==> src/rtl/branch_train_queue_if.sv <==
// rtl/branch_train_queue_if.sv - predictor/resolve/training bundle for branch_train_queue
// Purpose: groups the predict, resolve and training-side signals of the queue.
// Ports (signals):
//   pred_valid/pred_ready/pred_pc/pred_taken/pred_conf  predict-side handshake
//   resolve_valid/resolve_pc/resolve_taken/flush        resolve side
//   train_en/train_pc/actual_taken                      training output
//   history_update_en/branch_taken/mispredict           history output
//   count/err_sticky/mispredict_cnt                     status
// Modports: master drives predict/resolve inputs, slave is the queue.
interface branch_train_queue_if #(
    parameter int DEPTH = 8
);
    localparam int CW = $clog2(DEPTH) + 1;

    logic          pred_valid;
    logic          pred_ready;
    logic [31:0]   pred_pc;
    logic          pred_taken;
    logic [15:0]   pred_conf;
    logic          resolve_valid;
    logic [31:0]   resolve_pc;
    logic          resolve_taken;
    logic          flush;
    logic          train_en;
    logic [31:0]   train_pc;
    logic          actual_taken;
    logic          history_update_en;
    logic          branch_taken;
    logic          mispredict;
    logic [CW-1:0] count;
    logic [1:0]    err_sticky;
    logic [15:0]   mispredict_cnt;

    modport master (
        output pred_valid, pred_pc, pred_taken, pred_conf,
        output resolve_valid, resolve_pc, resolve_taken, flush,
        input  pred_ready, train_en, train_pc, actual_taken,
        input  history_update_en, branch_taken, mispredict,
        input  count, err_sticky, mispredict_cnt
    );

    modport slave (
        input  pred_valid, pred_pc, pred_taken, pred_conf,
        input  resolve_valid, resolve_pc, resolve_taken, flush,
        output pred_ready, train_en, train_pc, actual_taken,
        output history_update_en, branch_taken, mispredict,
        output count, err_sticky, mispredict_cnt
    );
endinterface

==> src/rtl/branch_train_queue.sv <==
// rtl/branch_train_queue.sv - in-flight branch prediction queue driving predictor training
// Purpose: holds predictions in FIFO order until their branch resolves, then
// issues history-update, mispredict and filtered training pulses.
// Ports:
//   i_clk    clock, rising edge
//   i_rst_n  asynchronous active-low reset
//   bus      branch_train_queue_if.slave (predict, resolve, training, status)
module branch_train_queue #(
    parameter int DEPTH              = 8,
    parameter int TRAINING_THRESHOLD = 16
) (
    input  logic                  i_clk,
    input  logic                  i_rst_n,
    branch_train_queue_if.slave   bus
);
    localparam int PW = $clog2(DEPTH);
    localparam int CW = $clog2(DEPTH) + 1;

    logic [31:0]   r_pc    [DEPTH];
    logic          r_taken [DEPTH];
    logic [15:0]   r_conf  [DEPTH];

    logic [PW-1:0] r_wr;
    logic [PW-1:0] r_rd;
    logic [CW-1:0] r_count;

    logic          r_train_en;
    logic [31:0]   r_train_pc;
    logic          r_actual_taken;
    logic          r_hist_en;
    logic          r_branch_taken;
    logic          r_mispredict;
    logic [1:0]    r_err;
    logic [15:0]   r_misp_cnt;

    logic          w_ready;
    logic          w_enq;
    logic          w_deq;
    logic          w_pc_ok;
    logic          w_good;
    logic [31:0]   w_head_pc;
    logic          w_head_taken;
    logic [15:0]   w_head_conf;
    logic [15:0]   w_abs;
    logic          w_low_conf;
    logic          w_misp;
    logic          w_train;

    assign w_ready      = (r_count < CW'(DEPTH));
    // Predictions arriving with a flush belong to the squashed path.
    assign w_enq        = bus.pred_valid && w_ready && !bus.flush;
    assign w_deq        = bus.resolve_valid && (r_count != '0);

    assign w_head_pc    = r_pc[r_rd];
    assign w_head_taken = r_taken[r_rd];
    assign w_head_conf  = r_conf[r_rd];

    assign w_pc_ok      = (bus.resolve_pc == w_head_pc);
    assign w_good       = w_deq && w_pc_ok;

    // Magnitude of the signed dot product; the most negative value has no
    // positive twin in 16 bits so it clamps to the largest positive one.
    assign w_abs = !w_head_conf[15]         ? w_head_conf :
                   (w_head_conf == 16'h8000) ? 16'h7FFF :
                                               (~w_head_conf + 16'd1);

    assign w_low_conf   = (w_abs < 16'(TRAINING_THRESHOLD));
    assign w_misp       = (w_head_taken != bus.resolve_taken);
    assign w_train      = w_misp || w_low_conf;

    // Payload storage needs no reset: entries are only read when counted valid.
    always_ff @(posedge i_clk) begin
        if (w_enq) begin
            r_pc[r_wr]    <= bus.pred_pc;
            r_taken[r_wr] <= bus.pred_taken;
            r_conf[r_wr]  <= bus.pred_conf;
        end
    end

    always_ff @(posedge i_clk or negedge i_rst_n) begin
        if (!i_rst_n) begin
            r_wr    <= '0;
            r_rd    <= '0;
            r_count <= '0;
        end else if (bus.flush) begin
            // The resolve in this cycle is still consumed (trained below);
            // every remaining entry is then squashed.
            r_rd    <= r_wr;
            r_count <= '0;
        end else begin
            if (w_enq) begin
                r_wr <= r_wr + PW'(1);
            end
            if (w_deq) begin
                r_rd <= r_rd + PW'(1);
            end
            if (w_enq && !w_deq) begin
                r_count <= r_count + CW'(1);
            end else if (!w_enq && w_deq) begin
                r_count <= r_count - CW'(1);
            end
        end
    end

    always_ff @(posedge i_clk or negedge i_rst_n) begin
        if (!i_rst_n) begin
            r_train_en     <= 1'b0;
            r_train_pc     <= '0;
            r_actual_taken <= 1'b0;
            r_hist_en      <= 1'b0;
            r_branch_taken <= 1'b0;
            r_mispredict   <= 1'b0;
            r_err          <= '0;
            r_misp_cnt     <= '0;
        end else begin
            r_train_en   <= 1'b0;
            r_hist_en    <= 1'b0;
            r_mispredict <= 1'b0;

            if (bus.resolve_valid && (r_count == '0)) begin
                r_err[0] <= 1'b1;
            end
            // A PC mismatch still pops the head so the queue stays aligned
            // with program order, but nothing is reported to the predictor.
            if (w_deq && !w_pc_ok) begin
                r_err[1] <= 1'b1;
            end

            if (w_good) begin
                r_hist_en      <= 1'b1;
                r_branch_taken <= bus.resolve_taken;
                r_mispredict   <= w_misp;
                r_train_en     <= w_train;
                if (w_train) begin
                    r_train_pc     <= w_head_pc;
                    r_actual_taken <= bus.resolve_taken;
                end
                if (w_misp && (r_misp_cnt != 16'hFFFF)) begin
                    r_misp_cnt <= r_misp_cnt + 16'd1;
                end
            end
        end
    end

    assign bus.pred_ready        = w_ready;
    assign bus.count             = r_count;
    assign bus.train_en          = r_train_en;
    assign bus.train_pc          = r_train_pc;
    assign bus.actual_taken      = r_actual_taken;
    assign bus.history_update_en = r_hist_en;
    assign bus.branch_taken      = r_branch_taken;
    assign bus.mispredict        = r_mispredict;
    assign bus.err_sticky        = r_err;
    assign bus.mispredict_cnt    = r_misp_cnt;
endmodule
==> src/flat_wrapper.sv <==
// flat-port wrapper written by rule: the top's interface ports become plain ports
module branch_train_queue_flat 
#(
    parameter int DEPTH              = 8,
    parameter int TRAINING_THRESHOLD = 16
)
  (i_clk, i_rst_n, bus_pred_valid, bus_pred_pc, bus_pred_taken, bus_pred_conf, bus_resolve_valid, bus_resolve_pc, bus_resolve_taken, bus_flush, bus_pred_ready, bus_train_en, bus_train_pc, bus_actual_taken, bus_history_update_en, bus_branch_taken, bus_mispredict, bus_count, bus_err_sticky, bus_mispredict_cnt);
  branch_train_queue_if #(.DEPTH(DEPTH)) bus_i ();
  input  logic i_clk;
  input  logic i_rst_n;
  input wire logic [$bits(bus_i.pred_valid)-1:0] bus_pred_valid;
  input wire logic [$bits(bus_i.pred_pc)-1:0] bus_pred_pc;
  input wire logic [$bits(bus_i.pred_taken)-1:0] bus_pred_taken;
  input wire logic [$bits(bus_i.pred_conf)-1:0] bus_pred_conf;
  input wire logic [$bits(bus_i.resolve_valid)-1:0] bus_resolve_valid;
  input wire logic [$bits(bus_i.resolve_pc)-1:0] bus_resolve_pc;
  input wire logic [$bits(bus_i.resolve_taken)-1:0] bus_resolve_taken;
  input wire logic [$bits(bus_i.flush)-1:0] bus_flush;
  output wire logic [$bits(bus_i.pred_ready)-1:0] bus_pred_ready;
  output wire logic [$bits(bus_i.train_en)-1:0] bus_train_en;
  output wire logic [$bits(bus_i.train_pc)-1:0] bus_train_pc;
  output wire logic [$bits(bus_i.actual_taken)-1:0] bus_actual_taken;
  output wire logic [$bits(bus_i.history_update_en)-1:0] bus_history_update_en;
  output wire logic [$bits(bus_i.branch_taken)-1:0] bus_branch_taken;
  output wire logic [$bits(bus_i.mispredict)-1:0] bus_mispredict;
  output wire logic [$bits(bus_i.count)-1:0] bus_count;
  output wire logic [$bits(bus_i.err_sticky)-1:0] bus_err_sticky;
  output wire logic [$bits(bus_i.mispredict_cnt)-1:0] bus_mispredict_cnt;
  assign bus_i.pred_valid = bus_pred_valid;
  assign bus_i.pred_pc = bus_pred_pc;
  assign bus_i.pred_taken = bus_pred_taken;
  assign bus_i.pred_conf = bus_pred_conf;
  assign bus_i.resolve_valid = bus_resolve_valid;
  assign bus_i.resolve_pc = bus_resolve_pc;
  assign bus_i.resolve_taken = bus_resolve_taken;
  assign bus_i.flush = bus_flush;
  assign bus_pred_ready = bus_i.pred_ready;
  assign bus_train_en = bus_i.train_en;
  assign bus_train_pc = bus_i.train_pc;
  assign bus_actual_taken = bus_i.actual_taken;
  assign bus_history_update_en = bus_i.history_update_en;
  assign bus_branch_taken = bus_i.branch_taken;
  assign bus_mispredict = bus_i.mispredict;
  assign bus_count = bus_i.count;
  assign bus_err_sticky = bus_i.err_sticky;
  assign bus_mispredict_cnt = bus_i.mispredict_cnt;
  branch_train_queue #(.DEPTH(DEPTH), .TRAINING_THRESHOLD(TRAINING_THRESHOLD)) u_core (.i_clk(i_clk), .i_rst_n(i_rst_n), .bus(bus_i));
endmodule
==> config.mk <==
export PLATFORM = sky130hd
export DESIGN_NAME = branch_train_queue_flat
export DESIGN_NICKNAME = d
export VERILOG_FILES = /design/src/rtl/branch_train_queue_if.sv /design/src/rtl/branch_train_queue.sv /design/src/flat_wrapper.sv
export SDC_FILE = /design/constraint.sdc
export NUM_CORES = 1
export LEC_CHECK = 0
export ABC_AREA = 1
export CAP_MARGIN = 20
export CORE_ASPECT_RATIO = 0.75
export CORE_MARGIN = 2
export CORE_UTILIZATION = 40
export CTS_BUF_LIST = sky130_fd_sc_hd__clkbuf_2
export DETAILED_ROUTE_END_ITERATION = 16
export PLACE_DENSITY = 0.62
export SLEW_MARGIN = 20
export SYNTH_ARGS = -nofsm -noshare
export SYNTH_HDL_FRONTEND = slang
export SYNTH_SLANG_ARGS = --single-unit
==> constraint.sdc <==
create_clock -name i_clk -period 8.6 [get_ports i_clk]
set_input_delay 1.72 -clock i_clk [delete_from_list [all_inputs] [get_ports i_clk]]
set_output_delay 1.72 -clock i_clk [all_outputs]
set_load 0.01 [all_outputs]
# == Word level (Yosys, flattened, before mapping) ==
# Memory sizes are Yosys's and may differ from the RTL's.
# Cells that the tools add are included.
# Widths: inputs -> output; s select.
# op_classes
addsub,6
bitwise_logic,2
n_reduce_logical,21
n_eq_ne,4
muxes,12
n_lt_le_gt_ge,2
# ops
operator,n
$add 16x1->16 const B,2
$eq 32x32->1,1
$mux 16,2
$eq 16x16->1 const B,1
$lt 16x5->1 const B,1
$ne 16x16->1 const B,1
$not 16->16,1
$mux 4,3
$logic_and 1x1->1,9
$add 3x1->3 const B,2
$mux 3,2
$reduce_and 2->1,3
$mux 1,5
$add 4x1->4 const B,1
$logic_not 1->1,4
$logic_not 4->1,1
$lt 4x4->1 const B,1
$reduce_bool 4->1,1
$sub 4x1->4 const B,1
$reduce_bool 3->1,1
$reduce_bool 2->1,1
$logic_or 1x1->1,1
$ne 1x1->1,1
$not 1->1,1
# word_totals
ff_bits,65
ramBits,392
in_bits,87
word_cells,62
memories,3
# mem_list
memory,words,width,read_ports,rd_clocked_by_memory_dff,wr,line_no,rtl
u_core.r_pc,8,32,1,0,1,branch_train_queue.sv:19,logic [31:0] r_pc [DEPTH];
u_core.r_conf,8,16,1,0,1,branch_train_queue.sv:21,logic [15:0] r_conf [DEPTH];
u_core.r_taken,8,1,1,0,1,branch_train_queue.sv:20,logic r_taken [DEPTH];

# == Logic depth before layout (Yosys ltp) ==
# Gate-level depths: netlist of run 1.
# depth
word_depth,8
depth_mapped,24
ltp_nobuf,20

# == Worst setup path after synthesis of run 1 ==
# Ideal clock, no wire load.
# synth_timing
path_type,in2reg
startpoint,input port bus_flush
endpoint,"memory u_core.r_conf[0][0], enable pin"
arrival_ns,5.653
path_stages,4
t_required_ns,8.084
setup_slack_ns,2.430
path_buffers,0
setup_ns,0.516
path_cell_list,inv_1 > nand3_1 > or2_2 > nor3_1
# synth_between
elab_chain_len,4
# synth_rtl
item,line_no,rtl
from (decl),flat_wrapper.sv:18,input wire logic [$bits(bus_i.flush)-1:0] bus_flush;
$logic_not 1->1,branch_train_queue.sv:51,assign w_enq = bus.pred_valid && w_ready && !bus.flush;
$logic_and 1x1->1,branch_train_queue.sv:51,
$mux 1,branch_train_queue.sv:73,if (w_enq) begin
$mux 1 (implied by the code),branch_train_queue.sv:76,r_conf[r_wr] <= bus.pred_conf;
to (decl),branch_train_queue.sv:21,
# No other way between the ends.

# == Worst setup path after layout of run 1 ==
# layout_timing
startpoint,register u_core.r_rd[0]
endpoint,register u_core.r_train_pc[15] (netlist: u_core.bus.train_pc[15])
# layout_between
elab_chain_len,8
word_cells_on_any_way,14
classes_between,add/sub (1); order compare (1); eq/ne (3); mux (2); bitwise (1); reduce/logical (3); memory (3)
# layout_rtl
item,line_no,rtl
from (decl),branch_train_queue.sv:24,logic [PW-1:0] r_rd;
from (signal assigned),branch_train_queue.sv:88,r_rd <= r_wr;
from (signal assigned),branch_train_queue.sv:95,r_rd <= r_rd + PW'(1);
$mem_v2 8x16,-,
$not 16->16,branch_train_queue.sv:65,(~w_head_conf + 16'd1);
$add 16x1->16,branch_train_queue.sv:65,
$mux 16,branch_train_queue.sv:64,(w_head_conf == 16'h8000) ? 16'h7FFF :
$mux 16,branch_train_queue.sv:63,assign w_abs = !w_head_conf[15] ? w_head_conf :
$lt 16x5->1,branch_train_queue.sv:67,assign w_low_conf = (w_abs < 16'(TRAINING_THRESHOLD));
$logic_or 1x1->1,branch_train_queue.sv:69,assign w_train = w_misp || w_low_conf;
$reduce_and 2->1 (no line),-,
to (signal assigned),branch_train_queue.sv:135,r_train_pc <= w_head_pc;
to (decl),branch_train_queue.sv:28,logic [31:0] r_train_pc;
# Parallel ways exist; a longest one is shown, timed or not.
# A chain may end at the register's enable or synchronous reset.

==> flow_metrics.py, run 1 <==
metrics = {
    "clock_tree": {
        "cts_root_buf": "clkbuf_2",
        "clock_latency_ns": 1.07,
        "clk_path_buf_depth": 3,
        "post_cts_buffers": 0,
        "cts_tree": "built",
        "clkSinkCount": 457,
        "htreeDepth": 3,
        "cts_buffers": 109,
        "cts_hold_buf": 0,
        "ctsResizeCount": 0,
        "clkTransAtPathRegs_ns": 0.11,
    },
    "timing": {
        "setup_viol": 0,
        "maxSlewHeadroom": 0.284,
        "period_minus_slack_ns": 5.86,
        "layout_setup_ws_ns": 2.74,
        "finalSetupTns_ns": 0,
        "fin_skew_ns": 0.0863,
        "period_share": 0.682,
        "hold_viol": 0,
        "drv_slew": 0,
        "rsz0062_at_grt": "no",
        "clock.fmax_mhz": 171,
        "worstMarginPinSlew_ns": 1.07,
    },
    "worst_setup_path": {
        "worstRegToRegCells": 18,
        "critical_path.startpoint": "u_core.r_rd[0]",
        "cp_cell_sequence": "buf_4, buf_4, nor2_1, nor2_1, o21ai_0, nand3_1, nand3_1, nand2_1, nand2_1, nor2_1, nand2_1, nor2_1, nand3_2, inv_2, nand2_2, nand2_4, nand2_1, nand2_1",
        "crit_path_top_delay_cell": "dfrtp_4",
        "reg2reg_slack_ns": 2.74,
        "end_kind": "register",
        "r2r_end": "u_core.bus.train_pc[15]",
        "required_ns": 9.54,
        "crit_type": "reg2reg",
        "path_max_fanout": 90,
        "crit_arrival_ns": 6.80,
        "path_common_cell": "nand2_1",
        "worstSetupStartpointType": "register",
        "slowest_delay_ns": 0.90,
        "endpoint": "u_core.bus.train_pc[15]",
        "r2r-start": "u_core.r_rd[0]",
    },
    "place": {
        "io_buffer_count": 146,
        "place_area_um2": 22000,
        "dp_hpwl_um": 29000,
        "place_ws_ns": 2.93,
        "place.gp.congestion": 0.833,
    },
    "hold_path": {
        "hold_path_class": "reg2reg",
        "min_path_cells": 1,
        "hold_start": "u_core.bus.err_sticky[0]",
    },
    "synthesis": {
        "netlist_instances": 1999,
        "avgSynthCellArea_um2": 10.0,
        "yosysMostFrequentCell": "nand2_1",
        "yosysTopAreaCellShare": 0.588,
        "syn-num-nets": 2092,
        "syn-cell-area_um2": 20000,
        "yosys.area.top_type": "edfxtp_1",
        "synth_enable_flop_cells": 392,
        "async_flop_share": 0.142,
        "synth_common_cells": "586 x nand2_1, 392 x edfxtp_1, 256 x nor2_1",
        "ys_seq_elements": 457,
        "synthTopCellsByArea": "edfxtp_1 59%, nand2_1 11%, dfrtp_1 8.1%",
        "yosysWarnings": 0,
        "seq_area_frac_synth": 0.669,
        "synthFlopType": "edfxtp_1",
        "ys_types": 37,
    },
    "pwr": {
        "pwr_density_cell_nw_per_um2": 275,
        "fin_total_pwr_uw": 6350,
        "p_leak_uw": 0.00968,
        "ir_drop_uv": 133,
    },
    "detailed_routing": {
        "wl_per_cell_um": 17.7,
        "vias": 14500,
        "dr.first_iter.drc_count": 1180,
        "remaining_drc_errors": 0,
        "dr.pass1.iters": 5,
        "antenna_left": 0,
        "routed_via_density": 4.93,
        "wl_um": 51800,
    },
    "die": {
        "dieArea_um2": 51900,
        "placement_rows": 70,
        "start_util": 0.408,
        "io_pins": 147,
        "fp.dieW_um": 262,
        "die_y_um": 198,
        "core_um2": 49000,
    },
    "final_layout": {
        "area_growth_pct": 15.3,
        "final_cell_area_um2": 23100,
        "final_util": 0.471,
        "drive_above_1_share": 0.0942,
        "final_nets": 2279,
    },
    "grt": {
        "antenna_found_initial": 4,
        "grt_usage": 0.200,
        "grt_pass1_vias": 14000,
        "grt_max_degree": 91,
        "grt_pass1_wl_um": 79600,
        "grt-ovfl-total": 0,
    },
    "status": {
        "status": "complete, no violations",
    },
    "flow_run": {
        "max_cap_viol_count": 0,
    },
}
-- worst min path at each step --
| stage | endpoint | slack [ns] |
|---|---|---|
| after global routing | u_core.bus.err_sticky[0] | 0.50 |
| after CTS | u_core.bus.err_sticky[0] | 0.47 |
| after global placement | u_core.bus.err_sticky[0] | 0.44 |
| after detailed placement | u_core.bus.err_sticky[0] | 0.45 |
| final | u_core.bus.err_sticky[0] | 0.47 |
| after floorplan | u_core.bus.err_sticky[0] | 0.49 |
-- worst max-delay path, delay by kind of cell, from the launching register on --
kind,cells,cell delay [ns]
flops,1,0.90
compound gates,1,0.12
simple gates,14,2.73
buf+inv,3,1.90
-- layer usage --
layer / global-route usage / share of wire / wire [um] / up-vias
met4: 0.0745 / 0.026 / 1350 / 2
li1: - / - / - / 7002
met3: 0.0386 / 0.072 / 3710 / 101
met5: 0 / 0.00025 / 13 / -
met1: 0.278 / 0.45 / 23300 / 6863
met2: 0.313 / 0.45 / 23500 / 500
-- stage by stage --
stage,hold WS (ns),instances
3_5_place_dp,0.446,2723
4_1_cts,0.470,2930
5_1_grt,0.505,2932
6_report,0.468,2933
2_1_floorplan,0.493,1999
3_3_place_gp,0.442,2723
-- kinds of logic after synthesis --
logic type	synth area share
and+or+nand+nor	0.225
DFF	0.669
buffers and inverters	0.0631
AOI/OAI and AO/OA	0.0296
xor gates and xnor gates	0.00875
adders and majority gates	0.00413
-- cell type report --
| class | instances | area, um2 |
|---|---|---|
| diodes | 3 | 7.51 |
| clock buffers | 159 | 796 |
| clock inverters | 48 | 248 |
| fillers | 4558 | 26000 |
| inverters | 217 | 817 |
| multi-input cells | 1238 | 5410 |
| flip-flops and latches | 457 | 13400 |
| well taps | 648 | 811 |
| repair buffers | 163 | 1590 |
-- flip-flops by register name, summed over array words and instances, names as in the netlist --
| name | flops |
|---|---|
| u_core.r_rd | 3 |
| u_core.bus.actual_taken | 1 |
| u_core.bus.mispredict | 1 |
| u_core.bus.count | 4 |
| u_core.r_taken | 8 |
| u_core.r_wr | 3 |
| u_core.bus.mispredict_cnt | 16 |
| u_core.bus.err_sticky | 2 |
| u_core.bus.train_en | 1 |
| u_core.bus.history_update_en | 1 |
| u_core.r_conf | 128 |
| u_core.r_pc | 256 |
| u_core.bus.train_pc | 32 |
| u_core.bus.branch_taken | 1 |
-- placed cells by master (no fill, tap or decap), types with 3 or more instances in the layout --
master           instances
nand2_1                586
edfxtp_1               392
nor2_1                 250
nand3_1                220
inv_1                  212
clkbuf_2               159
clkdlybuf4s50_1        145
o21ai_0                 90
dfrtp_1                 62
clkinv_1                35
xor2_1                  18
buf_4                   18
nand3b_1                12
clkinv_2                 9
a21oi_1                  8
nor4_1                   6
nor2_4                   6
o21ai_1                  6
inv_2                    5
nor3_1                   5
ha_1                     5
diode_2                  3
nand4_1                  3
or2_2                    3
-- where the power goes --
group / switching, uW / leakage [uW] / internal (uW) / total [uW]
clock network: 873 / 0.000783 / 563 / 1440
registers: 122 / 0.00441 / 2560 / 2680
logic: 1570 / 0.00449 / 664 / 2230
Note: power is estimated with default switching activity, not from simulation.
==> run 2, diff against run 1 <==
--- a/config.mk
+++ b/config.mk
@@ -12,7 +12,7 @@
 export CORE_UTILIZATION = 40
 export CTS_BUF_LIST = sky130_fd_sc_hd__clkbuf_2
 export DETAILED_ROUTE_END_ITERATION = 16
-export PLACE_DENSITY = 0.62
+export PLACE_DENSITY = 0.64
 export SLEW_MARGIN = 20
 export SYNTH_ARGS = -nofsm -noshare
 export SYNTH_HDL_FRONTEND = slang
==> constraint.sdc (replaced) <==
create_clock -name i_clk -period 5.1 [get_ports i_clk]
set_input_delay 1.02 -clock i_clk [delete_from_list [all_inputs] [get_ports i_clk]]
set_output_delay 1.02 -clock i_clk [all_outputs]
set_load 0.01 [all_outputs]
==> run 2 against run 1 <==
Effect of this change:
- first-iteration DRC count is 12% higher
- global-route usage is essentially flat
- wire length rose by 0.52%
- core utilization is 0.36 points higher
- register-to-register slack worse by 1.6 ns
- sequential share of layout area fell by 0.44 points
- final cell count increased by 0.34%
- non-clock buffer count rose by 6
- via count rose by 0.99%
==> flow_metrics.py, run 2 (same netlist as run 1, synthesis figures left out) <==
metrics = {
    "final_layout": {
        "mostFrequentLayoutCell": "nand2_1",
        "stdcell_count": 2943,
        "drive_above_1_share": 0.0979,
        "nFillCells": 4581,
        "largest_reg_flops": 256,
        "largest_register": "u_core.r_pc",
        "final_nets": 2284,
        "area_growth_pct": 16.2,
        "layout_common_cells": "586 x nand2_1, 392 x edfxtp_1, 250 x nor2_1",
    },
    "die": {
        "dieArea_um2": 51900,
        "fp.dieW_um": 262,
        "die_y_um": 198,
        "io_pins": 147,
        "core_um2": 49000,
        "start_util": 0.408,
        "placement_rows": 70,
    },
    "grt": {
        "grt_pass1_vias": 14500,
        "antenna_found_initial": 4,
        "grt_max_degree": 135,
        "grt_pass1_wl_um": 80900,
        "grt-ovfl-total": 0,
        "grt_usage": 0.200,
    },
    "worst_setup_path": {
        "path_buf_inv": 4,
        "cp_top_family": "simple AND/OR/NAND/NOR gates",
        "worstSetupStartpointType": "register",
        "cp_cell_sequence": "inv_4, buf_12, nand2_1, nand2_1, nand2_1, nand3_1, nand2_1, inv_2, nand2_1, nand2_1, nand2_1, nor2_1, nand2_1, nor2_1, nand3_2, inv_2, nand2_1, xor2_1",
        "end_kind": "register",
        "worstRegToRegCells": 18,
        "r2r_end": "u_core.bus.mispredict_cnt[0]",
        "crit_path_top_delay_cell": "dfrtp_4",
        "r2r-start": "u_core.r_rd[0]",
        "crit_arrival_ns": 4.92,
        "slowest_delay_ns": 0.53,
        "crit_type": "reg2reg",
        "required_ns": 6.05,
        "path_max_fanout": 54,
        "path_common_cell": "nand2_1",
        "reg2reg_slack_ns": 1.13,
    },
    "detailed_routing": {
        "antenna_left": 0,
        "remaining_drc_errors": 0,
        "wl_per_cell_um": 17.7,
        "vias": 14600,
        "wl_um": 52100,
        "dr.first_iter.drc_count": 1316,
        "routed_via_density": 4.96,
        "dr.pass1.iters": 5,
    },
    "pwr": {
        "pwr_density_cell_nw_per_um2": 469,
        "p_leak_uw": 0.00975,
        "ir_drop_uv": 530,
    },
    "place": {
        "place.gp.congestion": 0.831,
        "io_buffer_count": 146,
        "dp.cells": 2729,
        "dp_hpwl_um": 30300,
    },
    "status": {
        "status": "complete, no violations",
    },
    "clock_tree": {
        "post_cts_buffers": 0,
        "cts_root_buf": "clkbuf_2",
        "clkTransAtPathRegs_ns": 0.12,
        "clkSinkCount": 457,
        "cts_buffers": 108,
        "cts_tree": "built",
        "ctsResizeCount": 0,
        "htreeDepth": 3,
        "clock_latency_ns": 1.11,
        "cts_hold_buf": 0,
        "clk_path_buf_depth": 3,
    },
    "timing": {
        "clock.fmax_mhz": 252,
        "setup_viol": 0,
        "rsz0062_at_grt": "no",
        "period_share": 0.779,
        "fin_skew_ns": 0.0984,
        "drv_slew": 0,
        "period_minus_slack_ns": 3.97,
        "worstMarginPinSlew_ns": 1.01,
        "finalSetupTns_ns": 0,
        "maxSlewHeadroom": 0.320,
        "hold_viol": 0,
    },
    "flow_run": {
        "max_cap_viol_count": 0,
    },
    "hold_path": {
        "hold_path_class": "in2async",
    },
}
-- run 2: metal layers --
layer	routed length (um)	vias up	global-route usage
li1	-	7012	-
met1	23500	6966	0.273
met2	23700	550	0.316
met3	3860	83	0.0485
met4	1060	0	0.0663
met5	0	-	0
-- run 2: worst max-delay path by stage --
stage / slack [ns] / endpoint / startpoint / depth (start not counted)
after floorplan: 0.96 / u_core.r_conf[2][0] / bus_flush / 4
after CTS: 1.19 / u_core.bus.mispredict_cnt[0] / u_core.r_rd[0] / 18
final: 1.13 / u_core.bus.mispredict_cnt[0] / u_core.r_rd[0] / 18
after global routing: 0.85 / u_core.bus.mispredict_cnt[0] / u_core.r_rd[0] / 18
after detailed placement: 1.22 / u_core.bus.mispredict_cnt[0] / u_core.r_rd[0] / 18
after global placement: 1.32 / u_core.bus.mispredict_cnt[0] / u_core.r_rd[0] / 18
-- run 2: power breakdown --
part	switching (uW)	internal, uW
Sequential	96.3	4310
Combinational	2830	1190
Clock	1500	967
-- run 2: cell type report --
class,instances,area (um2),share of cell area
Clock inverter,42,228,0.00979
Antenna cell,8,20.0,0.000861
Clock buffer,164,821,0.0353
Multi-Input combinational cell,1238,5430,0.233
Timing Repair Buffer,169,1730,0.0744
Sequential cell,457,13400,0.576
Tap cell,648,811,0.0349
Inverter,217,817,0.0351
-- run 2: through the flow --
| step | utilization | power [uW] | setup WS, ns | cell area [um2] | hold slack, ns |
|---|---|---|---|---|---|
| 6_report | 0.474 | 10900 | 1.13 | 23300 | 0.0733 |
| 5_1_grt | 0.474 | 11700 | 0.848 | 23300 | 0.0290 |
| 4_1_cts | 0.474 | 11000 | 1.19 | 23200 | 0.0111 |
| 3_5_place_dp | 0.452 | 8500 | 1.22 | 22200 | 0.450 |
| 3_3_place_gp | 0.452 | 8420 | 1.32 | 22200 | 0.440 |
| 2_1_floorplan | - | 7270 | 0.965 | 20000 | 0.493 |
==> patch 1, RTL diff (settings of run 1) <==
`DEPTH` is set to 8 in 3 places; all go to 16.
--- a/src/rtl/branch_train_queue_if.sv
+++ b/src/rtl/branch_train_queue_if.sv
@@ -8,7 +8,7 @@
 //   count/err_sticky/mispredict_cnt                     status
 // Modports: master drives predict/resolve inputs, slave is the queue.
 interface branch_train_queue_if #(
-    parameter int DEPTH = 8
+    parameter int DEPTH = 16
 );
     localparam int CW = $clog2(DEPTH) + 1;
 
--- a/src/rtl/branch_train_queue.sv
+++ b/src/rtl/branch_train_queue.sv
@@ -6,7 +6,7 @@
 //   i_rst_n  asynchronous active-low reset
 //   bus      branch_train_queue_if.slave (predict, resolve, training, status)
 module branch_train_queue #(
-    parameter int DEPTH              = 8,
+    parameter int DEPTH              = 16,
     parameter int TRAINING_THRESHOLD = 16
 ) (
     input  logic                  i_clk,
--- a/src/flat_wrapper.sv
+++ b/src/flat_wrapper.sv
@@ -1,7 +1,7 @@
 // flat-port wrapper written by rule: the top's interface ports become plain ports
 module branch_train_queue_flat 
 #(
-    parameter int DEPTH              = 8,
+    parameter int DEPTH              = 16,
     parameter int TRAINING_THRESHOLD = 16
 )
   (i_clk, i_rst_n, bus_pred_valid, bus_pred_pc, bus_pred_taken, bus_pred_conf, bus_resolve_valid, bus_resolve_pc, bus_resolve_taken, bus_flush, bus_pred_ready, bus_train_en, bus_train_pc, bus_actual_taken, bus_history_update_en, bus_branch_taken, bus_mispredict, bus_count, bus_err_sticky, bus_mispredict_cnt);
Interface: changed (resized bus_count); port bits go from 147 to 148. No check against the original RTL was run, so the function may have changed too.
==> patch 1 against run 1 <==
Setup slack better by 0.20 ns; wire length is 89% higher; maximum frequency is 3.6% higher; area after synthesis is 81% higher; critical path depth is 3 higher; cell area is 76% higher; power is 80% higher; sequential cell count is 395 higher; global-route usage is 1.1 points higher; largest power group unchanged; highest routed layer unchanged.
==> patch 1: results (changes against run 1) <==
| Metric | Value |
|---|---|
| Status | `complete, no violations` |
| Async SR Flop Fraction | `7.98% (-6.2 points)` |
| Synth top area cells | `edfxtp_1, nand2_1, nand3_1` |
| Worst slew margin | `25.2% (-3.2 points)` |
| Vias in the first global route | `23200 (+66%)` |
| Switching power total | `4.58 mW (+78%)` |
| Met2 usage | `31.3% (+0.082 points)` |
| Detailed-routed wire length on met2 | `43500 um (+85%)` |
| Global-route wire length before repair | `146000 um (+84%)` |
| Top cells by count, synth | `nand2_1, edfxtp_1, nand3_1` |
| Share of layout cells above drive strength 1 | `10.9% (+1.5 points)` |
| Total GRT Usage | `21.1% (+1.1 points)` |
| Max Used Layer | `met5` |
| Layout net count | `3634 (+59%)` |
| Met1 GRT Util | `30.9% (+3.1 points)` |
| Clk. pwr | `2.62 mW (+82%)` |
| Hold Crit Class | `in -> async` |
| Initial antenna violation count | `7 (+3)` |
| Lkg Pwr | `16.0 nW (+65%)` |
| Worst setup endpoint | `u_core.bus.train_pc[1]$_DFFE_PN0P_` |
| Peak VDD IR | `0.222 mV (+67%)` |
| Global placement routability congestion | `0.835 (+0.25%)` |
| Hold WS | `0.201 ns (-0.267 ns)` |
| Worst Path Max Fanout | `156 (+73%)` |
| Dpl hpwl | `50100 um (+73%)` |
| Max reg flops | `512 (+100%)` |
| Placed Cells incl. Taps | `4550 (+67%)` |
| M1 WL | `44200 um (+90%)` |
| Placement-stage cell area | `0.0387 mm^2 (+76%)` |
| Logic gate share of total power | `34.7% (-0.5 points)` |
| Syn Area/Cell | `10.9 um^2 (+8.6%)` |
| Number of synthesized flops with an enable pin | `784 (+100%)` |
| Pre-CTS setup slack | `2.60 ns (-0.332 ns)` |
| Met3 wire len | `8040 um (+120%)` |
| Initial DRC count | `2410 (+100%)` |
| Final worst clock skew | `0.0856 ns (-0.000710 ns)` |
| Post-Syn Nets | `3421 (+64%)` |
| Register-to-Register Path Depth | `21 (+3)` |
| TritonRoute pass-1 iters | `5 (unchanged)` |
| Power Dens Cells | `282 mW/mm^2 (+2.5%)` |
| Via count | `24900 (+72%)` |
| Post-synthesis sequential area ratio | `69.9% (+2.9 points)` |
| Clock Latency Late Sink | `1.40 ns (+0.33 ns)` |
| Cts bufs inserted | `196 (+80%)` |
| CTS HTree Levels | `4 (+1)` |
| Count of unique library cells instantiated by Yosys | `41 (+11%)` |
| Vias per cell | `5.05 (+2.5%)` |
| Crit path arrival time | `6.94 ns (+0.14 ns)` |
| Final WL | `97800 um (+89%)` |
| Port Buffers | `147 (+0.68%)` |
| Pin count of the biggest net entering global routing | `157 (+73%)` |
patch 1: cell types whose count changed in the layout (fill, tap and decap cells not counted), sizes merged, moves of 49 or more:
cell / run 1 / this run
clkbuf: 159 / 312
nor2: 257 / 306
inv: 218 / 272
o211ai: 0 / 51
o21ai: 97 / 146
edfxtp: 392 / 784
nand2: 589 / 1012
nand3: 221 / 416
patch 1: final cells by class:
cell class	instances	area (um^2)
Clock inverter	50	253
Inverter	271	1030
Antenna cell	4	10.0
Clock buffer	312	1560
Multi-Input combinational cell	2030	9070
Sequential cell	852	25300
Tap cell	1212	1520
Timing Repair Buffer	186	1830
Fill cell	8323	49000
patch 1: logic make-up (layout without fill, tap and decap cells):
family,count (synthesis),after routing,synth area share (%)
simple gates,1773,1773,20.3
flops,852,852,69.9
buf+inv,442,819,5.37
compound gates,222,222,3.53
xor+xnor,21,21,0.509
fa+ha+maj,10,10,0.367
mux,4,4,0.111
other cells,0,4,0
==> patch 2, RTL diff (flow settings as in run 1) <==
Without the edit above. Make the reset (`i_rst_n`) synchronous in 2 clocked blocks. Comments in the files are not updated.
--- a/src/rtl/branch_train_queue.sv
+++ b/src/rtl/branch_train_queue.sv
@@ -77,7 +77,7 @@
         end
     end
 
-    always_ff @(posedge i_clk or negedge i_rst_n) begin
+    always_ff @(posedge i_clk) begin
         if (!i_rst_n) begin
             r_wr    <= '0;
             r_rd    <= '0;
@@ -102,7 +102,7 @@
         end
     end
 
-    always_ff @(posedge i_clk or negedge i_rst_n) begin
+    always_ff @(posedge i_clk) begin
         if (!i_rst_n) begin
             r_train_en     <= 1'b0;
             r_train_pc     <= '0;
Function: differs if i_rst_n is asserted again (counterexample within 4 cycles, from zero or initial values and one cycle with i_rst_n low); with i_rst_n held inactive, the same outputs for 4 cycles.
==> patch 2 against run 1 <==
Count of clock-buffer cells in the layout up 2; largest cell class unchanged; clock skew down 0.027 ns; area after synthesis down 3.9%; setup slack better by 0.89 ns; critical path depth down 2; highest routed layer unchanged; wire length down 4.6%; die area down 3.8%; critical endpoint is now u_core.bus.mispredict_cnt[6]$_SDFFE_PN0P_; cell area down 3.3%; sequential share of layout area up 0.77 points; sequential cell count up 3; final cell count down 8.1%.
Power is not compared: it rests on default switching activity, and its combinational part moved more than twofold at a synthesized area within 25%.
==> patch 2: results (changes against run 1) <==
| Metric | Value |
|---|---|
| Status | `complete, no violations` |
| Final worst clock skew | `0.0597 ns (-0.0266 ns)` |
| Synth top area cells | `edfxtp_1, dfxtp_1, nor2_1` |
| Worst path max stage delay | `0.81 ns (-0.09 ns)` |
| Top cells by count, synth | `edfxtp_1, nor2_1, nand2_1` |
| Initial DRC count | `1195 (+1.3%)` |
| Worst Path Max Fanout | `70 (-22%)` |
| Hold Path Sink | `u_core.bus.err_sticky[0]$_SDFFE_PN0P_` |
| Core Util, Final | `47.1% (about the same)` |
| Hold Crit Start | `u_core.bus.err_sticky[0]$_SDFFE_PN0P_` |
| Fillers | `4347 (-4.6%)` |
| Crit path arrival time | `5.84 ns (-0.96 ns)` |
| Share of layout cells above drive strength 1 | `10.5% (+1.1 points)` |
| Placed Cells incl. Taps | `2491 (-8.5%)` |
| Hold WS | `0.468 ns (-0.000552 ns)` |
| Dpl hpwl | `28600 um (-1.5%)` |
| Pre-CTS setup slack | `3.71 ns (+0.778 ns)` |
| Global placement routability congestion | `0.841 (+1.0%)` |
| R2R Path End | `u_core.bus.mispredict_cnt[6]$_SDFFE_PN0P_` |
| Placement-stage cell area | `0.0213 mm^2 (-3.4%)` |
| Async SR Flop Fraction | `0% (-14 points)` |
| Worst slew margin | `37.5% (+9.1 points)` |
| Post-synthesis sequential area ratio | `68.2% (+1.3 points)` |
| R2r setup slk | `3.63 ns (+0.89 ns)` |
| Pin count of the biggest net entering global routing | `79 (-13%)` |
| Register-to-Register Path Depth | `16 (-2)` |
| Total GRT Usage | `19.8% (-0.19 points)` |
| Cts bufs inserted | `107 (-1.8%)` |
| DR WL/cell | `18.3 um (+3.8%)` |
| Count of unique library cells instantiated by Yosys | `35 (-5.4%)` |
| Vias in the first global route | `13300 (-5.0%)` |
| Vias per cell | `5.04 (+2.1%)` |
| Post-Syn Nets | `1873 (-10%)` |
| CP max-delay cell | `dfxtp_4` |
| Via count | `13600 (-6.2%)` |
| Synth Instances | `1779 (-11%)` |
| Global-route wire length before repair | `76500 um (-3.9%)` |
| Hold path cells | `2 (+1)` |
==> patch 2: cell count changes in the layout (fill, tap and decap cells not counted), sizes merged, moves of 9 or more <==
cell / change
a21oi: +46
clkinv: -9
dfrtp: -65
dfxtp: +68
inv: -93
nand2: -306
nand3: -121
nand3b: -9
nor2: +58
o211ai: +42
o21ai: +106
o22ai: +15
xnor2: +16
xor2: +14
==> patch 2: cells by family after synthesis <==
| group | synth area share [%] |
|---|---|
| xor gates and xnor gates | 2.28 |
| DFF | 68.2 |
| and+or+nand+nor | 15.2 |
| adders and majority gates | 0.494 |
| AOI/OAI and AO/OA | 9.08 |
| buffers and inverters | 4.71 |
==> patch 2: layout make-up <==
type	instances	area share [%]
sequential	460	58.9
multi-input combinational	1103	23.6
timing repair buffer	167	7.25
clock buffer	161	3.61
tap	639	3.58
inverter	122	2.06
clock inverter	40	1.04
antenna	3	0.0336
==> patch 2: worst max path at each step <==
| stage | to | cells past startpoint | slack (ns) |
|---|---|---|---|
| 2_1_floorplan | u_core.r_conf[0][0]$_DFFE_PP_ | 5 | 3.94 |
| 3_3_place_gp | u_core.bus.mispredict_cnt[12]$_SDFFE_PN0P_ | 16 | 3.81 |
| 3_5_place_dp | u_core.bus.mispredict_cnt[6]$_SDFFE_PN0P_ | 16 | 3.71 |
| 4_1_cts | u_core.bus.mispredict_cnt[6]$_SDFFE_PN0P_ | 16 | 3.61 |
| 5_1_grt | u_core.bus.mispredict_cnt[6]$_SDFFE_PN0P_ | 16 | 3.25 |
| 6_report | u_core.bus.mispredict_cnt[6]$_SDFFE_PN0P_ | 16 | 3.63 |
==> patch 2: worst min-delay path, delay by kind of cell, from the launching register on <==
kind	cells	cell delay (ns)
AOI/OAI and AO/OA	1	0.05
DFF	1	0.33
buffers and inverters	1	0.05
==> patch 2: routing by layer <==
| metal | global-route usage [%] | share of wire (%) | up-vias |
|---|---|---|---|
| met3 | 4.38 | 6.6 | 77 |
| met1 | 28.7 | 47 | 6480 |
| met2 | 29.6 | 44 | 452 |
| met5 | 0 | 0.026 | - |
| li1 | - | - | 6562 |
| met4 | 6.31 | 1.8 | 2 |
==> patch 2: power groups by stage <==
stage | sequential [mW] | clock [mW] | combinational, mW
detailed placement | 2.53 | 0 | 0.596
floorplan | 2.51 | 0 | 0.399
global route | 2.48 | 1.62 | 0.670
CTS | 2.48 | 1.50 | 0.599
finish | 2.48 | 1.45 | 0.601
global placement | 2.53 | 0 | 0.587
